===== src/rtl/dmem_loader_pkg.sv =====
// Shared definitions for the data-memory loader: FSM states and default
// memory geometry used by the memory stage.
package dmem_loader_pkg;

    localparam int unsigned ADDR_W_DEF = 7;
    localparam int unsigned DATA_W_DEF = 32;

    typedef enum logic [1:0] {
        ST_IDLE  = 2'd0,
        ST_RECV  = 2'd1,
        ST_WRITE = 2'd2,
        ST_DONE  = 2'd3
    } state_e;

endpackage


===== src/rtl/dmem_loader_byte_packer.sv =====
// Byte packer: assembles four bytes little-endian into a 32-bit word.
// Ports:
//   clk, rst     - clock, synchronous active-high reset
//   clr          - clear byte counter and word buffer
//   load_en      - shift byte_in into the word buffer this cycle
//   byte_in      - incoming byte
//   full_c       - three bytes held; the next load completes the word
//   word_nxt_c   - word buffer value after loading byte_in
module dmem_loader_byte_packer (
    input  logic        clk,
    input  logic        rst,
    input  logic        clr,
    input  logic        load_en,
    input  logic [7:0]  byte_in,
    output logic        full_c,
    output logic [31:0] word_nxt_c
);

    logic [1:0]  cnt_q,  cnt_d;
    logic [31:0] word_q, word_d;

    // Shifting in at the top leaves byte 0 in bits [7:0] after four loads.
    assign word_nxt_c = {byte_in, word_q[31:8]};
    assign full_c     = (cnt_q == 2'd3);

    always_comb begin
        cnt_d  = cnt_q;
        word_d = word_q;
        if (clr) begin
            cnt_d  = 2'd0;
            word_d = 32'd0;
        end else if (load_en) begin
            cnt_d  = cnt_q + 2'd1;
            word_d = word_nxt_c;
        end
    end

    always_ff @(posedge clk) begin
        if (rst) begin
            cnt_q  <= 2'd0;
            word_q <= 32'd0;
        end else begin
            cnt_q  <= cnt_d;
            word_q <= word_d;
        end
    end

endmodule


===== src/rtl/dmem_loader.sv =====
// Data-memory loader: receives a byte stream, packs it into words and writes
// them to consecutive (wrapping) data-memory addresses.
// Ports:
//   clk, rst                 - clock, synchronous active-high reset
//   start, base_addr, word_len - load request (sampled in IDLE only)
//   byte_data, byte_valid, byte_ready - byte stream handshake
//   mem_a, mem_d, mem_we     - data-memory write port
//   busy                     - loader owns the memory port
//   done                     - one-cycle completion pulse
//   words_written            - words written by the current/last load
module dmem_loader
    import dmem_loader_pkg::*;
#(
    parameter int unsigned ADDR_W = ADDR_W_DEF,
    parameter int unsigned DATA_W = DATA_W_DEF
) (
    input  logic              clk,
    input  logic              rst,
    input  logic              start,
    input  logic [ADDR_W-1:0] base_addr,
    input  logic [ADDR_W:0]   word_len,
    input  logic [7:0]        byte_data,
    input  logic              byte_valid,
    output logic              byte_ready,
    output logic [ADDR_W-1:0] mem_a,
    output logic [DATA_W-1:0] mem_d,
    output logic              mem_we,
    output logic              busy,
    output logic              done,
    output logic [ADDR_W:0]   words_written
);

    localparam int unsigned LEN_W = ADDR_W + 1;

    state_e              state_q, state_d;
    logic [ADDR_W-1:0]   base_q,  base_d;
    logic [LEN_W-1:0]    len_q,   len_d;
    logic [LEN_W-1:0]    ww_q,    ww_d;
    logic [ADDR_W-1:0]   mem_a_q, mem_a_d;
    logic [DATA_W-1:0]   mem_d_q, mem_d_d;
    logic                byte_ready_q, mem_we_q, busy_q, done_q;
    logic [LEN_W-1:0]    ww_inc;

    logic                pk_clr;
    logic                pk_load;
    logic                pk_full_c;
    logic [31:0]         pk_word_nxt_c;

    dmem_loader_byte_packer u_byte_packer (
        .clk        (clk),
        .rst        (rst),
        .clr        (pk_clr),
        .load_en    (pk_load),
        .byte_in    (byte_data),
        .full_c     (pk_full_c),
        .word_nxt_c (pk_word_nxt_c)
    );

    assign ww_inc = ww_q + LEN_W'(1);

    // Next-state logic; write address/data are captured on the edge that
    // accepts the 4th byte so they are stable throughout the WRITE cycle.
    always_comb begin
        state_d = state_q;
        base_d  = base_q;
        len_d   = len_q;
        ww_d    = ww_q;
        mem_a_d = mem_a_q;
        mem_d_d = mem_d_q;
        pk_clr  = 1'b0;
        pk_load = 1'b0;
        unique case (state_q)
            ST_IDLE: begin
                if (start) begin
                    base_d  = base_addr;
                    len_d   = word_len;
                    ww_d    = '0;
                    pk_clr  = 1'b1;
                    state_d = (word_len == '0) ? ST_DONE : ST_RECV;
                end
            end
            ST_RECV: begin
                if (byte_valid) begin
                    pk_load = 1'b1;
                    if (pk_full_c) begin
                        state_d = ST_WRITE;
                        mem_a_d = base_q + ww_q[ADDR_W-1:0];
                        mem_d_d = DATA_W'(pk_word_nxt_c);
                    end
                end
            end
            ST_WRITE: begin
                ww_d    = ww_inc;
                pk_clr  = 1'b1;
                state_d = (ww_inc == len_q) ? ST_DONE : ST_RECV;
            end
            ST_DONE: begin
                state_d = ST_IDLE;
            end
            default: begin
                state_d = ST_IDLE;
            end
        endcase
    end

    // Outputs are registered decodes of the next state.
    always_ff @(posedge clk) begin
        if (rst) begin
            state_q      <= ST_IDLE;
            base_q       <= '0;
            len_q        <= '0;
            ww_q         <= '0;
            mem_a_q      <= '0;
            mem_d_q      <= '0;
            byte_ready_q <= 1'b0;
            mem_we_q     <= 1'b0;
            busy_q       <= 1'b0;
            done_q       <= 1'b0;
        end else begin
            state_q      <= state_d;
            base_q       <= base_d;
            len_q        <= len_d;
            ww_q         <= ww_d;
            mem_a_q      <= mem_a_d;
            mem_d_q      <= mem_d_d;
            byte_ready_q <= (state_d == ST_RECV);
            mem_we_q     <= (state_d == ST_WRITE);
            busy_q       <= (state_d != ST_IDLE);
            done_q       <= (state_d == ST_DONE);
        end
    end

    assign byte_ready    = byte_ready_q;
    assign mem_a         = mem_a_q;
    assign mem_d         = mem_d_q;
    assign mem_we        = mem_we_q;
    assign busy          = busy_q;
    assign done          = done_q;
    assign words_written = ww_q;

endmodule


===== config.mk =====
export PLATFORM = sky130hd
export DESIGN_NAME = dmem_loader
export DESIGN_NICKNAME = d
export VERILOG_FILES = /design/src/rtl/dmem_loader_pkg.sv /design/src/rtl/dmem_loader_byte_packer.sv /design/src/rtl/dmem_loader.sv
export SDC_FILE = /design/constraint.sdc
export NUM_CORES = 1
export LEC_CHECK = 0
export ABC_AREA = 0
export BUFFER_PORTS_ARGS = -buffer_cell sky130_fd_sc_hd__clkbuf_2
export CORE_UTILIZATION = 49
export CTS_CLUSTER_DIAMETER = 120
export DETAILED_ROUTE_END_ITERATION = 10
export PLACE_DENSITY_LB_ADDON = 0.08
export RECOVER_POWER = 50
export SLEW_MARGIN = 5
export SYNTH_ARGS = -nofsm -noshare
export SYNTH_HDL_FRONTEND = slang
export SYNTH_HIERARCHICAL = 1
export SYNTH_SLANG_ARGS = --single-unit

===== constraint.sdc =====
create_clock -name clk -period 2.03 [get_ports clk]
set_input_delay 0 -clock clk [delete_from_list [all_inputs] [get_ports clk]]
set_output_delay 0 -clock clk [all_outputs]
set_load 0.01 [all_outputs]

# [After elaboration in Yosys (flattened, before gate mapping)]
# Cells that the tools add are included.
[totals] latch_bits=0 ram_bits=0 reg_bits=102 romBits=0 output_inout_bits=51 elab_cells=44 mem_count=0
[op_classes] bitwise=0 shift=0 mux=12 multipliers=0 reduce_logical=8 magnitude_cmp=0 eq_ne=9 addsub=3 n_div=0
[ops] op="8-bit case mux with 2 select lines" count=1
[ops] op="2-bit equality test, second input constant" count=5
[ops] op="2-bit 2-to-1 mux" count=5
[ops] op="8-bit by 1-bit adder with 8-bit output, second input constant" count=1
[ops] op="8-bit equality test" count=1
[ops] op="8-bit zero test" count=1
[ops] op="8-bit 2-to-1 mux" count=1
[ops] op="2-bit case mux with 4 select lines" count=1
[ops] op="7-bit adder" count=1
[ops] op="2-bit by 1-bit equality test with 1-bit output, second input constant" count=2
[ops] op="2-bit AND reduction" count=2
[ops] op="2-bit nonzero test" count=2
[ops] op="1-bit 2-to-1 mux" count=3
[ops] op="3-bit AND reduction" count=1
[ops] op="2-bit by 1-bit adder with 2-bit output, second input constant" count=1
[ops] op="2-bit zero test" count=1
[ops] op="2-bit inequality test, second input constant" count=1
[ops] op="1-bit case mux with 2 select lines" count=1
[ops] op="2-bit OR reduction" count=1

# [Longest topological paths before layout]
# Gate-level depths: netlist (run 1).
[depth] depth_word=5 ltp_mapped=8 ltp_nobuf=8

# [Modules after synthesis]
# Netlist (run 1), hierarchy kept.
[modules_own_cells] module="dmem_loader" seq_area_each_um2=1361.3 area_per_inst_um2=2945.3 instances=1 cells_per_inst=365
[modules_own_cells] module="dmem_loader_byte_packer" seq_area_each_um2=520.5 area_per_inst_um2=1031.0 instances=1 cells_per_inst=94

# [Worst setup path after synthesis (run 1)]
# Ideal clock, no wire load.
[synth_timing] kind="register to register" startpoint="register ww_q[0] (netlist: words_written[0])" endpoint="register mem_a_q[6] (netlist: mem_a[6])" path_buffers=0 required_time_ns=1.939 synth_period_minus_slack_ns=2.037 stages_incl_launch_ff=9 path_slack_ns=-0.007 arrival_time_ns=1.946 setup_ns=0.091 cell_sequence="dfxtp_1 -> ha_1 -> inv_1 -> fa_1 -> nor2b_4 -> o31a_1 -> o21a_1 -> or3_1 -> a311oi_1"
[synth_between] elab_chain_len=1
[synth_lines] item="from (decl)" line="dmem_loader.sv:38" rtl="logic [LEN_W-1:0] ww_q, ww_d;"
[synth_lines] item="from (signal assigned)" line="dmem_loader.sv:123" rtl="ww_q <= ww_d;"
[synth_lines] item="7-bit adder" line="dmem_loader.sv:87" rtl="mem_a_d = base_q + ww_q[ADDR_W-1:0];"
[synth_lines] item="to (signal assigned)" line="dmem_loader.sv:124" rtl="mem_a_q <= mem_a_d;"
[synth_lines] item="to (decl)" line="dmem_loader.sv:39" rtl="logic [ADDR_W-1:0] mem_a_q, mem_a_d;"
# No other way between the ends.
# A chain may end at the register's enable or synchronous reset.

# [Final worst setup path (run 1)]
# Same ends and word-level chain as after synthesis.

==> results of run 1 <==
critical path, cell delays in order, from the launching register on:
cell,delay (ns)
dfxtp_2,0.34
ha_2,0.20
inv_2,0.06
fa_2,0.22
nor2b_4,0.05
o31a_1,0.26
o21a_1,0.18
or3_1,0.34
a311oi_1,0.23
what timing repair did:
item / CTS / global route
hold endpoints to repair: 32 / 0
gates resized for setup: 0 / 4
hold buffers: 24 / 0
endpoints found under the setup margin: 0 / 2
cell families (layout without fill, tap and decap cells):
group / after synthesis / in the layout / synth area share
and+or+nand+nor: 186 / 186 / 0.208
DFF: 94 / 94 / 0.473
xor gates and xnor gates: 12 / 12 / 0.0264
AOI/OAI and AO/OA: 89 / 89 / 0.127
adders and majority gates: 9 / 9 / 0.0302
muxes: 26 / 26 / 0.0658
buffers and inverters: 43 / 137 / 0.0689
per-stage QoR:
| stage | hold WS [ns] | area [um^2] |
|---|---|---|
| after floorplan | 0.0878 | 3980 |
| after CTS | 0.0699 | 4790 |
| after global placement | 0.223 | 4360 |
| after global routing | 0.111 | 4730 |
| after detailed placement | 0.229 | 4360 |
| final | 0.0717 | 4730 |
worst max-delay path by stage:
stage / start / cells past startpoint / to / slack, ns
finish: words_written[0] / 8 / mem_a[6] / 0.07
global route: words_written[0] / 8 / mem_a[6] / -0.02
CTS: words_written[0] / 8 / mem_a[6] / 0.01
detailed placement: words_written[0] / 8 / mem_a[6] / 0.03
global placement: words_written[0] / 8 / mem_a[6] / 0.08
floorplan: words_written[0] / 8 / mem_a[6] / 0.06
registers in the layout, summed over array words and instances (netlist names), 2 cells and up:
name	cells
mem_a	7
words_written	8
len_q	8
state_q	2
base_q	7
u_byte_packer/cnt_q	2
mem_d	32
u_byte_packer/word_q	24
cell type report:
type,instances,area [um^2],area share
clock buffers,12,155,0.0328
flip-flops and latches,94,1880,0.398
clock inverters,4,30.0,0.00635
inverters,5,18.8,0.00397
multi-input cells,322,1830,0.386
repair buffers,116,688,0.145
well taps,102,128,0.0270
cells in the final DEF (no fill, tap or decap), drive strengths merged, types with 2 or more instances in the layout:
| cell type | n |
|---|---|
| nand2 | 102 |
| dfxtp | 94 |
| clkbuf | 90 |
| a21oi | 59 |
| nor2 | 46 |
| mux2i | 25 |
| dlygate4sd3 | 24 |
| buf | 14 |
| o21ai | 11 |
| xnor2 | 8 |
| ha | 8 |
| inv | 6 |
| nor3 | 5 |
| nand3 | 5 |
| a22oi | 4 |
| xor2 | 4 |
| nor2b | 4 |
| and3 | 3 |
| nor4 | 3 |
| o21a | 3 |
| or3 | 3 |
| a211oi | 3 |
| and2 | 3 |
| nand4 | 2 |
| or2 | 2 |
| nor3b | 2 |
| or4 | 2 |
| clkinv | 2 |
routing by layer:
| metal | wire length [um] | share of wire | track usage | vias up |
|---|---|---|---|---|
| met5 | 0 | 0 | 0 | - |
| met4 | 104 | 0.012 | 0.0625 | 0 |
| met3 | 297 | 0.034 | 0.0564 | 10 |
| met2 | 4550 | 0.53 | 0.407 | 67 |
| met1 | 3720 | 0.43 | 0.256 | 1543 |
| li1 | - | - | - | 1702 |
power groups by stage:
stage               clock network [mW]  registers [mW]  logic [mW]
CTS                               1.20            1.89       0.240
detailed placement                   0            1.94       0.204
global placement                     0            1.94       0.201
global route                      1.29            1.90       0.266
finish                            1.16            1.89       0.238
floorplan                            0            1.93       0.162
==> run_results.csv, run 1 <==
group,metric,value,unit
synth,synth_warnings,6,
clocking,h-tree-depth,3,
synth,syn_area,0.00398,mm^2
floorplan,fp-row-count,32,
floorplan,die_x,92.1,um
layout,n_antenna_cell,0,
layout,fillers,741,
power_and_ir_drop,ir_drop,0.395,mV
layout,layout-drive-gt1-share,0.137,
synth,synth.avg_cell_area,8.66,um^2
clocking,tritoncts,"yes",
critical_path,worstSetupPathType,"flop to flop",
layout,area_growth,19.0,%
critical_path,cp_data_arrival_time,2.23,ns
power_and_ir_drop,p_int,2.50,mW
synth,syn_nets,495,
timing,min_period,1.96,ns
power_and_ir_drop,p_comb_frac,0.072,
critical_path,worstPathRequired,2.30,ns
grt,grt_pass1_wl,15.0,mm
floorplan,die_h,92.1,um
synth,yosysSeqAreaShare,0.473,
grt,track_usage,0.223,
floorplan,core,0.00781,mm^2
detailed_routing,antenna_left,0,
clocking,clk_latency,0.36,ns
place,hpwl,6.08,mm
detailed_routing,drt_first_pass_iters,4,
layout,finalNetCount,584,
power_and_ir_drop,pwr-share-seq,0.575,
synth,yosys.area.top_type,"dfxtp_1",
timing,relSlewSlack,0.598,
grt,antenna_found_initial,0,
power_and_ir_drop,power_per_cell_area,696,mW/mm^2
clocking,cts_max_path_buffers,2,
timing,finalHoldViolations,0,
timing,timing.final.crit_share,0.967,
min_path,holdPathStages,4,
power_and_ir_drop,p_sw,0.794,mW
place,gp_routability_congestion,0.789,
power_and_ir_drop,swShare,0.241,
detailed_routing,drcViolationCount,0,
critical_path,r2r_cells,8,
clocking,cts.sinks,94,
power_and_ir_drop,clkPwrFrac,0.353,
synth,syn_inst,459,
critical_path,regToRegStartpoint,"words_written[0]",
detailed_routing,vias,3322,
timing,clock_skew,0.0104,ns
synth,synth_edf_count,0,
power_and_ir_drop,p_total,3.29,mW
floorplan,die-area,0.00848,mm^2
timing,slew_violations,0,
detailed_routing,wl,8.67,mm
min_path,holdCritStartpoint,"byte_valid",
layout,utilization,0.606,
critical_path,reg2reg_slack,0.07,ns
synth,ys_top_cells_by_area,"dfxtp_1 47%, nand2_1 9.6%, a21oi_1 7.4%, mux2i_1 6.3%, nor2_1 4.2%",
critical_path,critical_path.startpoint_type,"flop",
grt,grt_max_degree,44,
grt,grt_overflow,0,
detailed_routing,routed_via_density,5.07,
timing,tightestPinTransition,0.604,ns
timing,rsz0062_at_grt,"true",
synth,ys_ff_latch,94,
power_and_ir_drop,p_leak,1.75,nW
run,maxCapViolCount,0,
critical_path,worstSetupEndpointType,"flop",
outcome,status,"complete, no violations",
floorplan,io_pins,78,
timing,setup_viol,0,
synth,synth.most_common_cell,"nand2_1",
synth,synth_commonest_cells,"102 x nand2_1, 94 x dfxtp_1, 59 x a21oi_1, 44 x nor2_1, 25 x mux2i_1",
critical_path,crit_path_max_fanout,3,
min_path,hold_path_class,"primary input to flop",
timing,tns,0,ns
clocking,postCtsSetupBuffers,0,
clocking,clk_pin_slew_worst_paths,0.08,ns
synth,synth_top_area_frac,0.473,
timing,fmax,509,MHz
place,io_buffers,77,
timing,worst_slack,0.0671,ns
clocking,cts_buffers,9,
detailed_routing,first_iter_violations,93,
layout,stdcell_count,655,
clocking,root_buffer,"clkbuf_8",
min_path,min_to,"mem_we",
grt,grt_pass1_vias,3302,
place,dpl_worst_slack,0.0311,ns
synth,synth_async_sr_flop_share,0,
critical_path,r2r-end,"mem_a[6]",
synth,synthDistinctLibCells,54,
place,dp.cells,615,
detailed_routing,wl_per_cell,13.2,um
synth,synth-main-ff-cell,"dfxtp_1",
floorplan,initial_core_util,0.509,
Note: power is estimated with default switching activity, not from simulation.
==> run 2, diff against run 1 <==
- CAP_MARGIN: default -> 20
- PLACE_DENSITY: default -> 0.75
- PLACE_DENSITY_LB_ADDON: 0.08 -> default
==> run_results.csv, run 2 (synthesis gave the netlist of run 1 again) <==
group,metric,value,unit
grt,track_usage,0.218,
critical_path,crit_path_top_delay_cell,"dfxtp_2",
min_path,holdPathStages,4,
timing,tns,0,ns
detailed_routing,wl,8.98,mm
min_path,hold_path_class,"primary input to flop",
critical_path,cp_data_arrival_time,2.24,ns
detailed_routing,drcViolationCount,0,
power_and_ir_drop,power_per_cell_area,696,mW/mm^2
grt,antenna_found_initial,0,
critical_path,critical_path.startpoint_type,"flop",
timing,relSlewSlack,0.616,
layout,finalNetCount,582,
floorplan,die_h,92.1,um
floorplan,core,0.00781,mm^2
clocking,root_buffer,"clkbuf_8",
grt,grt_overflow,0,
timing,timing.final.crit_share,0.969,
detailed_routing,vias,3317,
clocking,cts_max_path_buffers,2,
power_and_ir_drop,p_total,3.31,mW
min_path,holdCritStartpoint,"byte_valid",
place,gp_routability_congestion,0.891,
critical_path,slowest_delay,0.36,ns
timing,setup_viol,0,
layout,layout_commonest_cell,"nand2_1",
detailed_routing,highest_layer,"met4",
timing,tightestPinTransition,0.575,ns
critical_path,regToRegStartpoint,"words_written[0]",
critical_path,worstSetupPathType,"flop to flop",
layout,fin_area,0.00475,mm^2
timing,fmax,508,MHz
place,hpwl,6.02,mm
grt,grt_max_degree,46,
detailed_routing,met2_length,4.31,mm
detailed_routing,first_iter_violations,160,
critical_path,crit_chain,"ha_4 -> inv_2 -> fa_2 -> nor2b_4 -> o31a_1 -> o21a_1 -> or3_1 -> a311oi_1",
power_and_ir_drop,ir_drop,0.296,mV
grt,grt_pass1_vias,3111,
clocking,h-tree-depth,3,
floorplan,die-area,0.00848,mm^2
place,io_buffers,77,
clocking,cts.sinks,94,
clocking,clk_latency,0.37,ns
layout,n_antenna_cell,0,
clocking,clk_pin_slew_worst_paths,0.09,ns
layout,final_cell_mix,"102 x nand2_1, 92 x dfxtp_1, 59 x a21oi_1",
detailed_routing,routed-wl-met3,526,um
place,place_area,0.00438,mm^2
layout,fillers,704,
floorplan,io_pins,78,
critical_path,crit_path_max_fanout,4,
timing,rsz0062_at_grt,"false",
timing,clock_skew,0.00768,ns
layout,stdcell_count,653,
clocking,postCtsSetupBuffers,0,
timing,worst_slack,0.0622,ns
grt,grt_pass1_wl,14.6,mm
critical_path,worstPathRequired,2.30,ns
outcome,status,"complete, no violations",
critical_path,r2r_cells,8,
layout,utilization,0.608,
clocking,cts_buffers,9,
detailed_routing,wl_met1,4.03,mm
place,dpl_worst_slack,-0.0212,ns
floorplan,fp-row-count,32,
detailed_routing,drt_first_pass_iters,5,
layout,area_growth,19.4,%
run,maxCapViolCount,0,
floorplan,die_x,92.1,um
power_and_ir_drop,p_leak,1.76,nW
detailed_routing,antenna_left,0,
detailed_routing,wl_per_cell,13.7,um
clocking,tritoncts,"yes",
place,dp.cells,614,
layout,largest_reg_flops,32,
floorplan,initial_core_util,0.509,
min_path,min_to,"busy",
layout,multi_input_area,0.00184,mm^2
critical_path,worstSetupEndpointType,"flop",
timing,min_period,1.97,ns
critical_path,reg2reg_slack,0.06,ns
layout,layout-drive-gt1-share,0.147,
detailed_routing,routed_via_density,5.08,
timing,slew_violations,0,
timing,finalHoldViolations,0,
timing,whs,0.0702,ns
critical_path,r2r-end,"mem_a[6]",
layout,regArea,0.00188,mm^2
==> run 2: layout make-up <==
class | count | share of cell area
clock buffer | 10 | 0.0269
inverter | 5 | 0.00395
multi-input combinational | 322 | 0.386
clock inverter | 6 | 0.0113
timing repair buffer | 114 | 0.148
tap | 102 | 0.0269
sequential | 94 | 0.397
==> run 2: critical path: cells and delay by family (launching register included) <==
kind / cells / cell delay (ns)
AOI/OAI and AO/OA: 3 / 0.69
adders and majority gates: 2 / 0.39
buffers and inverters: 1 / 0.05
DFF: 1 / 0.36
and+or+nand+nor: 2 / 0.39
==> run 2: worst max-delay path by stage <==
stage | depth (start not counted) | endpoint | startpoint
2_1_floorplan | 8 | mem_a[6] | words_written[0]
3_3_place_gp | 8 | mem_a[6] | words_written[0]
3_5_place_dp | 8 | mem_a[6] | words_written[0]
4_1_cts | 8 | mem_a[6] | words_written[0]
5_1_grt | 8 | mem_a[6] | words_written[0]
6_report | 8 | mem_a[6] | words_written[0]
==> run 2: where the power goes <==
group	switching [mW]	total, mW	leakage, nW	internal (mW)
combinational	0.132	0.247	0.912	0.115
clock	0.701	1.17	0.0894	0.467
sequential	0.0208	1.89	0.761	1.87
==> run 2: timing repair <==
action / 4_1_cts / 5_1_grt
hold buffers: 23 / 0
pin swaps: 2 / 2
setup endpoints to repair: 1 / 4
gates resized for setup: 3 / 3
hold endpoints to repair: 31 / 0
==> run 2: routing by layer <==
| layer | global-route usage | vias to the layer above |
|---|---|---|
| met5 | 0 | - |
| met4 | 0.0703 | 0 |
| met3 | 0.0572 | 10 |
| met2 | 0.373 | 92 |
| met1 | 0.264 | 1517 |
| li1 | - | 1698 |
==> run 3, diff against run 2 <==
- ABC_AREA: 0 -> default
- BUFFER_PORTS_ARGS: -buffer_cell sky130_fd_sc_hd__clkbuf_2 -> default
- CORE_UTILIZATION: 49 -> 55
- DONT_BUFFER_PORTS: default -> 1
- PLACE_DENSITY: 0.75 -> 0.73
==> run_results.csv, run 3 (synthesis gave the netlist of run 1 again) <==
group,metric,value,unit
clocking,cts.sinks,94,
layout,final_cell_mix,"102 x nand2_1, 91 x dfxtp_1, 59 x a21oi_1",
power_and_ir_drop,swShare,0.261,
critical_path,reg2reg_slack,0.05,ns
power_and_ir_drop,power_per_cell_area,735,mW/mm^2
grt,grt_pass1_vias,2908,
place,hpwl,5.68,mm
detailed_routing,routed_via_density,5.31,
grt,grt_max_degree,69,
min_path,hold_path_class,"primary input to flop",
critical_path,worstSetupPathType,"flop to flop",
timing,whs,0.0781,ns
floorplan,core,0.00691,mm^2
place,gp_routability_congestion,0.840,
grt,antenna_found_initial,0,
detailed_routing,wl,8.53,mm
critical_path,r2r-end,"byte_ready",
clocking,cts_buffers,9,
detailed_routing,antenna_left,0,
clocking,root_buffer,"clkbuf_8",
min_path,holdPathStages,3,
layout,largest_reg_flops,32,
layout,finalNetCount,515,
timing,finalHoldViolations,0,
layout,utilization,0.655,
critical_path,cp_data_arrival_time,2.24,ns
power_and_ir_drop,clkPwrFrac,0.365,
layout,n_antenna_cell,0,
critical_path,critical_path.startpoint_type,"flop",
power_and_ir_drop,pwr-share-seq,0.570,
run,maxCapViolCount,0,
power_and_ir_drop,p_int,2.46,mW
critical_path,slowest_delay,0.56,ns
layout,layout-drive-gt1-share,0.120,
clocking,tritoncts,"yes",
grt,grt_overflow,0,
place,place_area,0.00401,mm^2
min_path,holdCritStartpoint,"word_len[3]",
power_and_ir_drop,ir_drop,0.366,mV
floorplan,io_pins,78,
min_path,min_to,"done",
critical_path,crit_path_top_delay_cell,"or4_4",
power_and_ir_drop,p_sw,0.869,mW
timing,min_period,1.98,ns
timing,clock_skew,0.0121,ns
detailed_routing,first_iter_violations,167,
clocking,clk_latency,0.36,ns
timing,relSlewSlack,0.631,
timing,tightestPinTransition,0.553,ns
detailed_routing,drcViolationCount,0,
detailed_routing,drt_first_pass_iters,4,
timing,slew_violations,0,
layout,fin_area,0.00453,mm^2
clocking,h-tree-depth,3,
detailed_routing,wl_per_cell,14.7,um
floorplan,die_h,87.0,um
power_and_ir_drop,p_leak,1.63,nW
critical_path,worstPathRequired,2.29,ns
timing,fmax,504,MHz
floorplan,initial_core_util,0.576,
layout,layout_commonest_cell,"nand2_1",
floorplan,die_x,87.0,um
critical_path,crit_path_max_fanout,5,
place,io_buffers,0,
detailed_routing,vias,3077,
timing,timing.final.crit_share,0.978,
grt,track_usage,0.234,
critical_path,regToRegStartpoint,"words_written[0]",
clocking,clk_pin_slew_worst_paths,0.10,ns
clocking,cts_max_path_buffers,2,
outcome,status,"complete, no violations",
timing,setup_viol,0,
floorplan,die-area,0.00757,mm^2
timing,rsz0062_at_grt,"true",
grt,grt_pass1_wl,13.7,mm
floorplan,fp-row-count,30,
power_and_ir_drop,p_comb_frac,0.066,
critical_path,worstSetupEndpointType,"flop",
critical_path,crit_chain,"buf_4 -> ha_2 -> nor2b_1 -> nor3_1 -> o31ai_1 -> or4_4 -> and3_1",
critical_path,r2r_cells,7,
layout,area_growth,13.8,%
-- run 3: cell types whose count changed in the layout (fill, tap and decap cells not counted), sizes merged --
cell | previous run | this run
clkbuf | 88 | 9
buf | 13 | 21
dlygate4sd3 | 23 | 26
clkinvlp | 1 | 0
inv | 8 | 10
-- run 3: final cells by class --
cell class                 instances  area (um^2)
timing repair buffer              47          463
fill                             583         2380
clock inverter                     7         73.8
clock buffer                       9          124
multi-input combinational        322         1840
sequential                        94         1890
inverter                           5         18.8
tap                               96          120
-- run 3: power by group through the flow --
stage,logic [mW],registers (mW),clock network (mW)
after floorplan,0.162,1.93,0
after global placement,0.145,1.94,0
after detailed placement,0.147,1.94,0
after CTS,0.216,1.90,1.25
after global routing,0.237,1.90,1.33
final,0.219,1.90,1.21
-- run 3: stage by stage --
step                instances  setup WS, ns  power [mW]  TNS [ns]
finish                    580        0.0454        3.33         0
detailed placement        536       0.00868        2.09         0
global placement          536        0.0786        2.08         0
CTS                       579        0.0219        3.36         0
floorplan                 459        0.0570        2.09         0
global route              580       -0.0252        3.46   -0.0294
-- run 3: worst max path at each step --
stage | start | to | slack [ns] | cells past startpoint
floorplan | words_written[0] | mem_a[6] | 0.06 | 8
global placement | words_written[0] | mem_a[6] | 0.08 | 8
detailed placement | words_written[0] | mem_a[6] | 0.009 | 8
CTS | words_written[0] | mem_a[6] | 0.02 | 8
global route | words_written[0] | mem_a[6] | -0.03 | 8
finish | words_written[0] | byte_ready | 0.05 | 7
-- run 3: timing repair --
action                     CTS  global route
hold buffers                27             0
buffers inserted             0             1
hold endpoints to repair    76             0
pin swaps                    2             2
resized for setup            1             8
cloned                       0             0
setup endpoints to repair    1             3
-- run 3: metal layers --
layer	vias to the layer above	GRT usage	wire [um]
met1	1409	0.314	4030
met5	-	0	0
li1	1572	-	-
met4	0	0.0742	99
met2	86	0.364	3840
met3	10	0.0664	558
-- run 3: critical path, delay by kind of cell, from the launching register on --
kind | cells | cell delay (ns)
flops | 1 | 0.37
fa+ha+maj | 1 | 0.21
buf+inv | 1 | 0.14
simple gates | 4 | 1.05
compound gates | 1 | 0.11
